## config.mk

```make
export PLATFORM = sky130hd
export DESIGN_NAME = turn_signal_input
export DESIGN_NICKNAME = d
export VERILOG_FILES = /design/src/rtl/turn_signal_input.sv
export SDC_FILE = /design/constraint.sdc
export NUM_CORES = 1
export LEC_CHECK = 0
export BUFFER_PORTS_ARGS = -buffer_cell sky130_fd_sc_hd__buf_2
export CAP_MARGIN = 10
export CORE_MARGIN = 2
export CORE_UTILIZATION = 62
export DETAILED_ROUTE_END_ITERATION = 7
export PLACE_DENSITY = 0.88
export SLEW_MARGIN = 20
export SYNTH_ARGS = -nofsm -noshare
export SYNTH_HDL_FRONTEND = slang
export SYNTH_SLANG_ARGS = --single-unit
```

## constraint.sdc

```tcl
create_clock -name clk -period 3.4 [get_ports clk]
set_input_delay 0.51 -clock clk [delete_from_list [all_inputs] [get_ports clk]]
set_output_delay 0.51 -clock clk [all_outputs]
set_load 0.02 [all_outputs]
```

## src/rtl/turn_signal_input.sv

```systemverilog
// Turn-signal front end: synchronizes, debounces and edge-detects left/right/hazard buttons,
// then holds the active request in a 4-state FSM with toggle-cancel and timeout cancel.
module turn_signal_input #(
   parameter int DEB_BITS     = 20,
   parameter int TICK_BITS    = 24,
   parameter int CANCEL_TICKS = 8
) (
   input  logic       clk,
   input  logic       rst,
   input  logic       btn_l,
   input  logic       btn_r,
   input  logic       btn_haz,
   output logic       l,
   output logic       r,
   output logic       haz_active,
   output logic [1:0] state_dbg
);

   typedef enum logic [1:0] {
      IDLE   = 2'd0,
      LEFT   = 2'd1,
      RIGHT  = 2'd2,
      HAZARD = 2'd3
   } state_t;

   localparam int            CH_L    = 0;
   localparam int            CH_R    = 1;
   localparam int            CH_H    = 2;
   localparam logic [7:0]    LP_LAST = 8'(CANCEL_TICKS - 1);

   logic [2:0]                w_btn;
   logic [2:0]                r_sync1;
   logic [2:0]                r_sync2;
   logic [2:0]                r_stable;
   logic [2:0][DEB_BITS-1:0]  r_deb_cnt;
   logic [2:0]                w_press;

   assign w_btn = {btn_haz, btn_r, btn_l};

   always_ff @(posedge clk or negedge rst) begin
      if (!rst) begin
         r_sync1   <= '0;
         r_sync2   <= '0;
         r_stable  <= '0;
         r_deb_cnt <= '0;
      end else begin
         r_sync1 <= w_btn;
         r_sync2 <= r_sync1;
         for (int i = 0; i < 3; i++) begin
            if (r_sync2[i] == r_stable[i]) begin
               r_deb_cnt[i] <= '0;
            end else if (&r_deb_cnt[i]) begin
               r_stable[i]  <= r_sync2[i];
               r_deb_cnt[i] <= '0;
            end else begin
               r_deb_cnt[i] <= r_deb_cnt[i] + 1'b1;
            end
         end
      end
   end

   // A press is the cycle in which the debouncer is about to commit a 0->1 change.
   always_comb begin
      w_press = '0;
      for (int i = 0; i < 3; i++) begin
         w_press[i] = r_sync2[i] & ~r_stable[i] & (&r_deb_cnt[i]);
      end
   end

   state_t                r_state;
   state_t                w_state_nxt;
   logic [TICK_BITS-1:0]  r_presc;
   logic [7:0]            r_tick_cnt;
   logic                  w_tick;
   logic                  w_in_req;
   logic                  w_timeout;
   logic                  w_haz_evt;
   logic                  r_l;
   logic                  r_r;
   logic                  r_haz;

   assign w_tick    = &r_presc;
   assign w_in_req  = (r_state == LEFT) || (r_state == RIGHT);
   assign w_timeout = w_in_req && w_tick && (r_tick_cnt == LP_LAST);
   assign w_haz_evt = w_press[CH_H] | (w_press[CH_L] & w_press[CH_R]);

   always_comb begin
      w_state_nxt = r_state;
      case (r_state)
         IDLE: begin
            if (w_haz_evt)          w_state_nxt = HAZARD;
            else if (w_press[CH_L]) w_state_nxt = LEFT;
            else if (w_press[CH_R]) w_state_nxt = RIGHT;
         end
         LEFT: begin
            if (w_haz_evt)          w_state_nxt = HAZARD;
            else if (w_press[CH_L]) w_state_nxt = IDLE;
            else if (w_press[CH_R]) w_state_nxt = RIGHT;
            else if (w_timeout)     w_state_nxt = IDLE;
         end
         RIGHT: begin
            if (w_haz_evt)          w_state_nxt = HAZARD;
            else if (w_press[CH_R]) w_state_nxt = IDLE;
            else if (w_press[CH_L]) w_state_nxt = LEFT;
            else if (w_timeout)     w_state_nxt = IDLE;
         end
         HAZARD: begin
            if (w_press[CH_H])      w_state_nxt = IDLE;
         end
         default: w_state_nxt = IDLE;
      endcase
   end

   // Every state change restarts the timeout, including a direct LEFT<->RIGHT swap.
   always_ff @(posedge clk or negedge rst) begin
      if (!rst) begin
         r_state    <= IDLE;
         r_presc    <= '0;
         r_tick_cnt <= '0;
         r_l        <= 1'b0;
         r_r        <= 1'b0;
         r_haz      <= 1'b0;
      end else begin
         r_state <= w_state_nxt;
         r_l     <= (w_state_nxt == LEFT)  || (w_state_nxt == HAZARD);
         r_r     <= (w_state_nxt == RIGHT) || (w_state_nxt == HAZARD);
         r_haz   <= (w_state_nxt == HAZARD);
         if (w_state_nxt != r_state) begin
            r_presc    <= '0;
            r_tick_cnt <= '0;
         end else begin
            r_presc <= r_presc + 1'b1;
            if (!w_in_req)   r_tick_cnt <= '0;
            else if (w_tick) r_tick_cnt <= r_tick_cnt + 1'b1;
         end
      end
   end

   assign l          = r_l;
   assign r          = r_r;
   assign haz_active = r_haz;
   assign state_dbg  = r_state;

endmodule
```

## Yosys cells after proc, flatten, opt, wreduce, memory -nomap -nowiden

Index checks and enable logic that the tools add are counted.

- Bits in registers: 106
- Input port bits: 5
- Logic and storage cells: 80

- Add/subtract/negate cells: 5
- Equality and inequality tests: 12
- Muxes and demuxes: 22
- Bitwise logic cells: 14
- Reduce and logical (&&, ||, !) cells: 13

Operator list:

| operator | count |
|---|---|
| $mux W20 | 6 |
| $reduce_and A21 Y1 | 3 |
| $add A20 B1 Y20 const B | 3 |
| $reduce_and A20 Y1 | 3 |
| $add A24 B1 Y24 const B | 1 |
| $mux W24 | 1 |
| $mux W8 | 3 |
| $reduce_and A24 Y1 | 1 |
| $mux W2 | 11 |
| $add A8 B1 Y8 const B | 1 |
| $eq A2 B2 Y1 const B | 4 |
| $eq A8 B3 Y1 const B | 1 |
| $pmux W2 S4 | 1 |
| $and A1 B1 Y1 | 7 |
| $not A1 Y1 | 6 |
| $eq A2 B1 Y1 const B | 2 |
| $eq A1 B1 Y1 | 3 |
| $logic_or A1 B1 Y1 | 3 |
| $ne A3 B2 Y1 const B | 1 |
| $logic_and A1 B1 Y1 | 2 |
| $logic_not A2 Y1 | 1 |
| $ne A2 B2 Y1 | 1 |
| $or A1 B1 Y1 | 1 |

## Depth between registers and ports, before layout

Gate-level depths: netlist of run 1.

- Depth after elaboration: 11
- Mapped depth: 11
- Mapped depth without buffers: 9

## Worst setup path before layout of run 1

OpenSTA, ideal clock, no wires.

- Kind: register -> register
- Start point: reg r_state[0] (netlist: state_dbg[0])
- End point: reg r_presc[4]
- Setup time: 0.134 ns
- Data arrival time: 2.694 ns
- Data required time: 3.266 ns
- Path slack: 0.571 ns
- Cell stages (with the launch flop): 12
- Path buffers: 2
- Clock period less this slack: 2.829 ns
- Path through: dfrtp_1 -> inv_1 -> ha_1 -> clkbuf_1 -> and4b_1 -> and4_1 -> a32oi_1 -> a211oi_1 -> o2111ai_2 -> a221oi_4 -> buf_4 -> nor3_1

- Longest elaborated chain between the ends: 11
- Elaborated cells on any way between the ends: 21

Ends and longest elaborated chain:

| what | RTL line | text |
|---|---|---|
| start, declared | 70 | `state_t r_state;` |
| start signal, assigned | 124 | `r_state <= w_state_nxt;` |
| $eq A2 B1 Y1 or $eq A2 B2 Y1 (tied branches) | 83, 89 |  |
| $logic_or A1 B1 Y1 | 83 | `assign w_in_req = (r_state == LEFT) \|\| (r_state == RIGHT);` |
| $logic_and A1 B1 Y1 (2 in series) | 84 | `assign w_timeout = w_in_req && w_tick && (r_tick_cnt == LP_LAST);` |
| $mux W2 | 99, 105 |  |
| $mux W2, on equally long branches | 104, 98 |  |
| $mux W2, on equally long branches | 103, 97 |  |
| $mux W2, on equally long branches | 102, 96 |  |
| $pmux W2 S4 | 89 | `case (r_state)` |
| $ne A2 B2 Y1 * | 128 | `if (w_state_nxt != r_state) begin` |
| $mux W24 * | 128 |  |
| end signal, assigned | 132 | `r_presc <= r_presc + 1'b1;` |
| end, declared | 72 | `logic [TICK_BITS-1:0] r_presc;` |

Mark *: on every way between the ends. The rest lies on a longest branch, timed or not.
A chain may end at the register's enable or synchronous reset.

## Worst setup path in the final report of run 1

- Start point: reg r_state[0] (netlist: state_dbg[0])
- End point: reg r_presc[21]

The elaborated chain is that of the path after synthesis.

==> results of run 1 <==
==> layout make-up <==
type | instances | area (sq um) | share of cell area (%)
Clock inverter | 3 | 67.6 | 1.21
Tap cell | 105 | 131 | 2.35
Sequential cell | 105 | 2630 | 47.1
Inverter | 15 | 56.3 | 1.01
Clock buffer | 10 | 138 | 2.47
Timing Repair Buffer | 14 | 97.6 | 1.75
Multi-Input combinational cell | 383 | 2460 | 44.1
==> state kept, by name, summed over array words and instances (netlist names) <==
signal / flops
r_tick_cnt: 8
state_dbg: 2
r_sync2: 3
r: 1
r_deb_cnt: 60
r_sync1: 3
r_stable: 3
r_presc: 24
haz_active: 1
==> cell usage in the layout (no fill, tap or decap), types with 10 or more instances in the layout <==
cell and instances:
sky130_fd_sc_hd__dfrtp_1 105, sky130_fd_sc_hd__nand3_1 35, sky130_fd_sc_hd__nor3_1 33, sky130_fd_sc_hd__nand4_1 20, sky130_fd_sc_hd__and4_1 10, sky130_fd_sc_hd__nor2_1 77
sky130_fd_sc_hd__inv_1 15, sky130_fd_sc_hd__clkbuf_8 10, sky130_fd_sc_hd__nand2_1 33, sky130_fd_sc_hd__xnor2_1 32, sky130_fd_sc_hd__and3_1 15, sky130_fd_sc_hd__xor2_1 49
sky130_fd_sc_hd__ha_1 12, sky130_fd_sc_hd__and2_1 11
==> worst max-delay path, cell delays in order (launching register included) <==
cell                        delay (ns)
sky130_fd_sc_hd__dfrtp_1          0.46
sky130_fd_sc_hd__inv_1            0.17
sky130_fd_sc_hd__ha_1             0.46
sky130_fd_sc_hd__and4b_1          0.21
sky130_fd_sc_hd__and4_1           0.22
sky130_fd_sc_hd__a32oi_1          0.09
sky130_fd_sc_hd__a211oi_1         0.31
sky130_fd_sc_hd__o2111ai_2        0.18
sky130_fd_sc_hd__a221oi_4         0.28
sky130_fd_sc_hd__buf_4            0.37
sky130_fd_sc_hd__nor3_1           0.12
==> per-stage QoR <==
step                      setup WS (ns)  power, uW  hold slack [ns]  cells  util [%]
final                             0.390       2150            0.238    635      68.3
after global routing              0.217       2230            0.239    635      68.3
after CTS                         0.429       2170            0.240    635      68.3
after detailed placement          0.475       1360            0.340    622      65.8
after global placement            0.586       1360            0.335    622      65.8
after floorplan                   0.571       1320            0.214    519         -
==> per-layer routing <==
layer,wire [microns],GRT usage (%),vias up
met2,4850,37.9,106
met5,0,0,-
met1,4300,29.7,1879
li1,-,-,1795
met3,407,5.72,21
met4,176,7.86,0
==> Yosys cell counts, types with 3 or more instances <==
library cell,instances,area [sq um]
sky130_fd_sc_hd__a21oi_1,6,30.0
sky130_fd_sc_hd__a31oi_1,3,18.8
sky130_fd_sc_hd__and2_1,11,68.8
sky130_fd_sc_hd__and3_1,15,93.8
sky130_fd_sc_hd__and4_1,10,87.6
sky130_fd_sc_hd__buf_4,4,30.0
sky130_fd_sc_hd__clkbuf_1,10,37.5
sky130_fd_sc_hd__dfrtp_1,105,2630
sky130_fd_sc_hd__ha_1,12,150
sky130_fd_sc_hd__inv_1,15,56.3
sky130_fd_sc_hd__mux2_2,3,33.8
sky130_fd_sc_hd__nand2_1,33,124
sky130_fd_sc_hd__nand3_1,35,175
sky130_fd_sc_hd__nand4_1,20,125
sky130_fd_sc_hd__nor2_1,77,289
sky130_fd_sc_hd__nor2b_1,3,18.8
sky130_fd_sc_hd__nor3_1,33,165
sky130_fd_sc_hd__nor4_1,3,18.8
sky130_fd_sc_hd__or3_1,4,25.0
sky130_fd_sc_hd__xnor2_1,32,280
sky130_fd_sc_hd__xor2_1,49,429
==> logic make-up after synthesis <==
| kind of cell | count (synthesis) | share of synthesized area [%] |
|---|---|---|
| XOR/XNOR | 81 | 13.6 |
| AND/OR/NAND/NOR | 258 | 25.6 |
| AO/OA/AOI/OAI | 27 | 4.09 |
| flip-flops | 105 | 50.3 |
| multiplexers | 5 | 1.03 |
| buffers and inverters | 31 | 2.56 |
| adder cells (fa/ha/maj) | 12 | 2.87 |
==> worst max path at each step <==
stage               slack, ns                     to  depth (start not counted)                   start
floorplan                0.57   r_presc[4]$_DFF_PN0_                         11  state_dbg[0]$_DFF_PN0_
global placement         0.59   r_presc[7]$_DFF_PN0_                         10  state_dbg[0]$_DFF_PN0_
detailed placement       0.47   r_presc[4]$_DFF_PN0_                         10  state_dbg[0]$_DFF_PN0_
CTS                      0.43  r_presc[14]$_DFF_PN0_                         10  state_dbg[0]$_DFF_PN0_
global route             0.22  r_presc[14]$_DFF_PN0_                         10  state_dbg[1]$_DFF_PN0_
finish                   0.39  r_presc[21]$_DFF_PN0_                         10  state_dbg[0]$_DFF_PN0_
==> report_power, final <==
part	total [uW]	internal, uW	switching [uW]
combinational	61.1	16.6	44.4
sequential	1270	1260	9.88
clock	819	423	396
==> impl_metrics.json, run 1 <==
{
  "timing.final.hold_violations": 0,
  "inserted_clock_buffers": 9,
  "synth_sequential_area_ratio_pct": 50.3,
  "synth_enable_flop_cells": 0,
  "clock_tree.htree_level_count": 3,
  "post_synthesis_instance_area_sq_mm": 0.00523,
  "numClockSinks": 105,
  "globalRouteOverflowTotal": 0,
  "first_pass_grt_wire_length_microns": 16700,
  "synthesis.yosys.warnings": 0,
  "reg2reg_setup_slack_ns": 0.39,
  "async_flop_share_pct": 100,
  "clockBufferDepth": 2,
  "hold_class": "in2async",
  "synthesis.area_per_instance_sq_um": 10.1,
  "critPathMaxFanout": 32,
  "die_x_microns": 95.8,
  "total_power_divided_by_cell_area_mw_per_mm2": 385,
  "ant_nets": 0,
  "critical_path_class": "reg2reg",
  "synth.ff_latch_count": 105,
  "r2r.worst_path.cells": 10,
  "run_status": "finished clean",
  "relSlewSlack_pct": 44.0,
  "post-route-min-period_ns": 3.01,
  "placed_area_sq_mm": 0.00538,
  "critical_path.endpoint_type": "flop",
  "design.portCount": 10,
  "worst_path_arrival_ns": 3.24,
  "starting_density_of_the_core_pct": 63.9,
  "via_per_inst": 5.99,
  "clk_pin_slew_worst_paths_ns": 0.10,
  "area_of_the_core_region_sq_mm": 0.00818,
  "min_period_over_period_pct": 88.5,
  "postSynthNetCount": 536,
  "grt_antenna_before_repair": 0,
  "cts-resized-gates": 0,
  "postSynth.topFlopCell": "sky130_fd_sc_hd__dfrtp_1",
  "areaGrowthSynthToFinish_pct": 6.82,
  "dr.pass1.iters": 5,
  "number_of_buffers_added_to_fix_hold_violations_after_cts": 0,
  "worst_ir_drop_vdd_mv": 0.285,
  "worstPathRequired_ns": 3.63,
  "synthCells": 519,
  "grt_start_max_net_pins": 68,
  "filler_cell_count": 579,
  "finalInstanceArea_sq_mm": 0.00558,
  "timing.fmax_ghz": 0.332,
  "timing.clock.skew_ns": 0.0105,
  "clock-root-buffer": "sky130_fd_sc_hd__clkbuf_8",
  "rows": 33,
  "post_dp_hpwl_microns": 6580,
  "gr-usage-all-layers_pct": 23.0,
  "die-area_sq_mm": 0.00918,
  "number_of_global_route_vias_before_repair": 3777,
  "rr_endpoint": "r_presc[21]$_DFF_PN0_",
  "detail_route.wl_per_cell_microns": 15.3,
  "setup_violations": 0,
  "leakage_power_uw": 0.00246,
  "tightest_slew_ns": 0.840,
  "synth.distinct_cells": 48,
  "timing.max_cap.violations": 0,
  "rsz0062_at_grt": "no",
  "final.setup.tns_ns": 0,
  "port-buffer-count": 9,
  "drc": 0,
  "worst_r2r_startpoint": "state_dbg[0]$_DFF_PN0_",
  "first_iter_violations": 212,
  "design.final.nets": 545,
  "worstSkewPairLatency_ns": 0.36,
  "clock_tree_from_tritoncts": "built",
  "postRouteWirelength_microns": 9740,
  "worst_setup_path_start_kind": "flop",
  "final-max-slew-violation-count": 0,
  "final_layout_size_suffix_gt1_share_pct": 7.92,
  "cts.repair_timing.setup_buffer_count": 0,
  "place.gp.congestion": 0.996,
  "fp.dieH_microns": 95.8,
  "detailroute.via_count": 3801,
  "antenna_cells": 0
}
Power figures use the tool's default switching activity.
==> run 2: changes to the inputs <==
CORE_UTILIZATION = 63   (was 62)
PLACE_DENSITY = 0.89   (was 0.88)
==> run 2 against run 1 <==
  * Cell area hardly changed
  * Core utilization grew 0.32 points
  * Clock-buffer cell count is the same
  * Total power is 0.87% lower
  * Worst hold slack worse by 0.023 ns
  * Non-clock buffer count increased by 2
  * Via count up 0.24%
  * Sequential cell count is the same
  * Critical path depth did not move
  * Worst setup slack got worse by 0.0065 ns
  * Global-route usage grew 1.3 points
  * Maximum frequency down 0.22%
  * Critical path type unchanged
  * Critical endpoint is now r_presc[12]$_DFF_PN0_
  * Highest routed layer unchanged
==> impl_metrics.json, run 2 (synthesis results as in run 1) <==
{
  "crit_family": "compound AO/OA/AOI/OAI gates",
  "min_period_over_period_pct": 88.7,
  "grt_antenna_before_repair": 0,
  "clock_tree.htree_level_count": 3,
  "grt_start_max_net_pins": 78,
  "ant_nets": 0,
  "clockBufferDepth": 2,
  "design.portCount": 10,
  "final.setup.tns_ns": 0,
  "slowest_stage": "sky130_fd_sc_hd__ha_1",
  "post-route-min-period_ns": 3.02,
  "finalInstanceArea_sq_mm": 0.00558,
  "run_status": "finished clean",
  "critPathMaxFanout": 32,
  "place.gp.congestion": 0.827,
  "number_of_buffers_added_to_fix_hold_violations_after_cts": 0,
  "top_regs": "r_deb_cnt: 60 flops, r_presc: 24 flops, r_tick_cnt: 8 flops",
  "die_x_microns": 95.1,
  "detail_route.wl_per_cell_microns": 15.6,
  "largest_register_ff_count": 60,
  "area_of_the_core_region_sq_mm": 0.00813,
  "clock-root-buffer": "sky130_fd_sc_hd__clkbuf_8",
  "critical_path.endpoint_type": "flop",
  "first_iter_violations": 270,
  "timing.final.hold_violations": 0,
  "worst_hold_slack_ns": 0.215,
  "clock_tree_from_tritoncts": "built",
  "placed_area_sq_mm": 0.00538,
  "antenna_cells": 0,
  "design.final.nets": 547,
  "globalRouteOverflowTotal": 0,
  "port-buffer-count": 9,
  "via_per_inst": 5.95,
  "timing.fmax_ghz": 0.331,
  "timing.clock.skew_ns": 0.0181,
  "setup_violations": 0,
  "detailroute.via_count": 3810,
  "total_power_divided_by_cell_area_mw_per_mm2": 382,
  "relSlewSlack_pct": 39.8,
  "worst_setup_path_start_kind": "flop",
  "leakage_power_uw": 0.00246,
  "fp.dieH_microns": 95.1,
  "rsz0062_at_grt": "no",
  "postRouteWirelength_microns": 10000,
  "cts-resized-gates": 0,
  "worst_ir_drop_vdd_mv": 0.242,
  "critical_path_cell_sequence": "inv_1 > ha_1 > and4b_1 > and4_1 > a32oi_1 > a211oi_1 > o2111ai_2 > a221oi_4 > buf_4 > nor3_1",
  "cp_slowest_stage_delay_ns": 0.48,
  "first_pass_grt_wire_length_microns": 17000,
  "worstPathRequired_ns": 3.66,
  "final_layout_size_suffix_gt1_share_pct": 8.60,
  "die-area_sq_mm": 0.00904,
  "cts.repair_timing.setup_buffer_count": 0,
  "worstSkewPairLatency_ns": 0.39,
  "areaGrowthSynthToFinish_pct": 6.78,
  "worst_path_arrival_ns": 3.28,
  "post_dp_hpwl_microns": 6740,
  "largest-register": "r_deb_cnt",
  "cp_num_buf_inv": 2,
  "starting_density_of_the_core_pct": 64.2,
  "inserted_clock_buffers": 9,
  "final_cell_mix": "105 x sky130_fd_sc_hd__dfrtp_1, 77 x sky130_fd_sc_hd__nor2_1, 49 x sky130_fd_sc_hd__xor2_1",
  "hold_class": "in2reg",
  "number_of_global_route_vias_before_repair": 3783,
  "drc": 0,
  "layout.cells.most_common": "sky130_fd_sc_hd__dfrtp_1",
  "clk_pin_slew_worst_paths_ns": 0.11,
  "final-max-slew-violation-count": 0,
  "critical_path_class": "reg2reg",
  "timing.max_cap.violations": 0,
  "gr-usage-all-layers_pct": 24.2,
  "tightest_slew_ns": 0.903,
  "dr.pass1.iters": 6,
  "numClockSinks": 105,
  "rows": 33
}
## run 2: cell types whose count changed in the layout (fill, tap and decap cells not counted), sizes merged
cell / previous run / this run
inv: 15 / 18
buf: 14 / 16
clkinv: 0 / 1
bufinv: 2 / 1
## run 2: area by class of cell
cell class / instances / area [sq um]
Clock buffer: 10 / 128
Clock inverter: 6 / 72.6
Fill cell: 554 / 2550
Inverter: 15 / 56.3
Multi-Input combinational cell: 383 / 2460
Sequential cell: 105 / 2630
Tap cell: 105 / 131
Timing Repair Buffer: 16 / 100
## run 2: power by group
group          internal, uW  switching, uW
Clock                   350            450
Sequential             1260           10.1
Combinational          15.8           45.0
Total                  1630            505
## run 2: worst reg2reg max path: cells and delay by family (launching register included)
family | cells | cell delay, ns
adders and majority gates | 1 | 0.48
DFF | 1 | 0.45
AOI/OAI and AO/OA | 4 | 0.85
and+or+nand+nor | 3 | 0.56
buffers and inverters | 2 | 0.54
## run 2: per-stage QoR
step | utilization (%) | setup WS, ns | instances | power (uW)
floorplan | - | 0.571 | 519 | 1320
global placement | 66.1 | 0.590 | 624 | 1350
detailed placement | 66.1 | 0.454 | 624 | 1360
CTS | 68.6 | 0.442 | 640 | 2140
global route | 68.6 | 0.235 | 640 | 2210
finish | 68.6 | 0.383 | 640 | 2130
## run 2: worst paths after layout
path	start	to	slack, ns	depth (start not counted)
min in group asynchronous	rst	r_deb_cnt[12]$_DFF_PN0_	0.25	1
max	state_dbg[0]$_DFF_PN0_	r_presc[12]$_DFF_PN0_	0.38	10
max reg2reg	state_dbg[0]$_DFF_PN0_	r_presc[12]$_DFF_PN0_	0.38	10
min reg2reg	r_sync1[1]$_DFF_PN0_	r_sync2[1]$_DFF_PN0_	0.37	0
min	btn_l	r_sync1[0]$_DFF_PN0_	0.21	1
max in group asynchronous	rst	r_deb_cnt[2]$_DFF_PN0_	2.38	2
## run 2: metal layers
metal  vias up  track usage (%)  part of all wire [%]
met4         0             13.5                   2.5
li1       1816                -                     -
met2       117             39.3                    49
met1      1849             30.2                    44
met5         -                0                     0
met3        28             5.38                   4.7
==> run 3: changes to the inputs <==
--- a/config.mk
+++ b/config.mk
@@ -12,2 +12,3 @@
 export DETAILED_ROUTE_END_ITERATION = 7
+export HOLD_SLACK_MARGIN = 0.12
 export PLACE_DENSITY = 0.89
==> constraint.sdc (replaced) <==
create_clock -name clk -period 3.4 [get_ports clk]
set_input_delay 0 -clock clk [delete_from_list [all_inputs] [get_ports clk]]
set_output_delay 0 -clock clk [all_outputs]
set_load 0.02 [all_outputs]
==> run 3 against run 2 <==
  * Largest power group unchanged
  * Via count shrank 0.39%
  * Clock skew grew 0.0010 ns
  * Critical endpoint is now r_tick_cnt[5]$_DFFE_PN0P_
  * Total power grew 1.3%
  * Critical path type unchanged
  * Register-to-register slack lost 0.05 ns
  * Global-route usage shrank 0.47 points
  * Sequential cell count is the same
  * Clock power grew 3.1%
==> impl_metrics.json, run 3 (synthesis results as in run 1) <==
{
  "run_status": "finished clean",
  "hold_class": "in2async",
  "areaGrowthSynthToFinish_pct": 7.69,
  "timing.max_cap.violations": 0,
  "first_iter_violations": 249,
  "postRouteWirelength_microns": 9870,
  "largest-register": "r_deb_cnt",
  "critical_path_class": "reg2reg",
  "critical_path_cell_sequence": "inv_1 > ha_1 > and4b_1 > and4_1 > a32oi_1 > a211oi_1 > o2111ai_2 > a221oi_4 > buf_4 > nor3_1",
  "layout.cells.most_common": "sky130_fd_sc_hd__dfrtp_1",
  "final.setup.tns_ns": 0,
  "p_sw_uw": 492,
  "antenna_cells": 0,
  "grt_start_max_net_pins": 92,
  "detail_route.wl_per_cell_microns": 15.4,
  "cts-resized-gates": 0,
  "design.final.nets": 550,
  "via_per_inst": 5.90,
  "top_regs": "r_deb_cnt: 60 flops, r_presc: 24 flops, r_tick_cnt: 8 flops",
  "critical_path.endpoint_type": "flop",
  "design.portCount": 10,
  "slowest_stage": "sky130_fd_sc_hd__dfrtp_1",
  "crit_family": "compound AO/OA/AOI/OAI gates",
  "cellInternalPower_uw": 1670,
  "wl_met1_microns": 4370,
  "clk_pin_slew_worst_paths_ns": 0.11,
  "clock_tree_from_tritoncts": "built",
  "worst_setup_path_start_kind": "flop",
  "min_period_over_period_pct": 90.2,
  "cp_slowest_stage_delay_ns": 0.50,
  "worst_hold_slack_ns": 0.247,
  "timing.fmax_ghz": 0.326,
  "rsz0062_at_grt": "no",
  "port-buffer-count": 9,
  "fp.dieH_microns": 95.1,
  "postLayoutCoreUtil_pct": 69.2,
  "number_of_buffers_added_to_fix_hold_violations_after_cts": 4,
  "reg2reg_setup_slack_ns": 0.33,
  "die_x_microns": 95.1,
  "r2r.worst_path.cells": 10,
  "worst_path_arrival_ns": 3.30,
  "area_of_the_core_region_sq_mm": 0.00813,
  "setup_violations": 0,
  "ant_nets": 0,
  "clockBufferDepth": 2,
  "timing.final.hold_violations": 0,
  "number_of_global_route_vias_before_repair": 3900,
  "worst_ir_drop_vdd_mv": 0.191,
  "met2RoutedLength_microns": 5000,
  "rr_endpoint": "r_tick_cnt[5]$_DFFE_PN0P_",
  "critPathMaxFanout": 32,
  "globalRouteOverflowTotal": 0,
  "final_cell_mix": "105 x sky130_fd_sc_hd__dfrtp_1, 77 x sky130_fd_sc_hd__nor2_1, 49 x sky130_fd_sc_hd__xor2_1",
  "detailroute.via_count": 3795,
  "largest_register_ff_count": 60,
  "power.share.switching_pct": 22.8,
  "cts.repair_timing.setup_buffer_count": 0,
  "tightest_slew_ns": 0.797,
  "post_dp_hpwl_microns": 6780,
  "clock-root-buffer": "sky130_fd_sc_hd__clkbuf_8",
  "comb_power_share_pct": 3.0,
  "cp_num_buf_inv": 2,
  "clock_tree.htree_level_count": 3,
  "inserted_clock_buffers": 9,
  "gr-usage-all-layers_pct": 23.8,
  "final-max-slew-violation-count": 0,
  "post-route-min-period_ns": 3.07,
  "starting_density_of_the_core_pct": 64.2,
  "die-area_sq_mm": 0.00904,
  "power.clock.fraction_pct": 38.2,
  "finalInstanceArea_sq_mm": 0.00563,
  "flop_pwr_share_pct": 58.8,
  "place.gp.congestion": 0.923,
  "rows": 33,
  "met3WireLength_microns": 319,
  "numClockSinks": 105,
  "final_layout_size_suffix_gt1_share_pct": 8.36,
  "relSlewSlack_pct": 46.9,
  "grt_antenna_before_repair": 0,
  "maxUsedRoutingLayer": "met4",
  "worst_r2r_startpoint": "state_dbg[1]$_DFF_PN0_",
  "timing.clock.skew_ns": 0.0192,
  "total_power_divided_by_cell_area_mw_per_mm2": 384,
  "dr.pass1.iters": 4,
  "drc": 0,
  "worstPathRequired_ns": 3.64,
  "placed_area_sq_mm": 0.00537,
  "filler_cell_count": 559,
  "worstSkewPairLatency_ns": 0.38,
  "leakage_power_uw": 0.00249,
  "first_pass_grt_wire_length_microns": 17000
}
[run 3: final cells by class]
| type | instances | area, sq um | share of cell area [%] |
|---|---|---|---|
| repair buffers | 19 | 136 | 2.42 |
| clock buffers | 12 | 155 | 2.76 |
| inverters | 15 | 56.3 | 1.00 |
| flip-flops and latches | 105 | 2630 | 46.7 |
| well taps | 105 | 131 | 2.33 |
| multi-input cells | 383 | 2460 | 43.8 |
| clock inverters | 4 | 56.3 | 1.00 |
[run 3: worst max-delay path by stage]
stage / start / to / slack [ns] / depth (start not counted)
4_1_cts: state_dbg[0]$_DFF_PN0_ / r_presc[23]$_DFF_PN0_ / 0.38 / 10
2_1_floorplan: state_dbg[0]$_DFF_PN0_ / r_presc[4]$_DFF_PN0_ / 0.57 / 11
3_5_place_dp: state_dbg[0]$_DFF_PN0_ / r_tick_cnt[3]$_DFFE_PN0P_ / 0.41 / 10
5_1_grt: state_dbg[0]$_DFF_PN0_ / r_presc[7]$_DFF_PN0_ / 0.16 / 10
3_3_place_gp: state_dbg[1]$_DFF_PN0_ / r_tick_cnt[0]$_DFFE_PN0P_ / 0.56 / 10
6_report: state_dbg[1]$_DFF_PN0_ / r_tick_cnt[5]$_DFFE_PN0P_ / 0.33 / 10
[run 3: stage by stage]
stage | setup WS [ns] | power [uW] | cells
4_1_cts | 0.381 | 2160 | 643
2_1_floorplan | 0.571 | 1320 | 519
5_1_grt | 0.165 | 2220 | 643
3_5_place_dp | 0.412 | 1360 | 623
3_3_place_gp | 0.559 | 1350 | 623
6_report | 0.335 | 2160 | 643
[run 3: power groups by stage]
stage               Sequential [uW]  Clock [uW]  Combinational [uW]
floorplan                      1290           0                26.8
global placement               1290           0                59.5
detailed placement             1290           0                62.1
CTS                            1270         822                66.1
global route                   1270         876                75.4
finish                         1270         825                64.4
[run 3: metal layers]
| metal | track usage (%) | vias to the layer above |
|---|---|---|
| met2 | 40.4 | 81 |
| met4 | 10.9 | 0 |
| li1 | - | 1808 |
| met5 | 0 | - |
| met3 | 3.56 | 21 |
| met1 | 30.0 | 1885 |
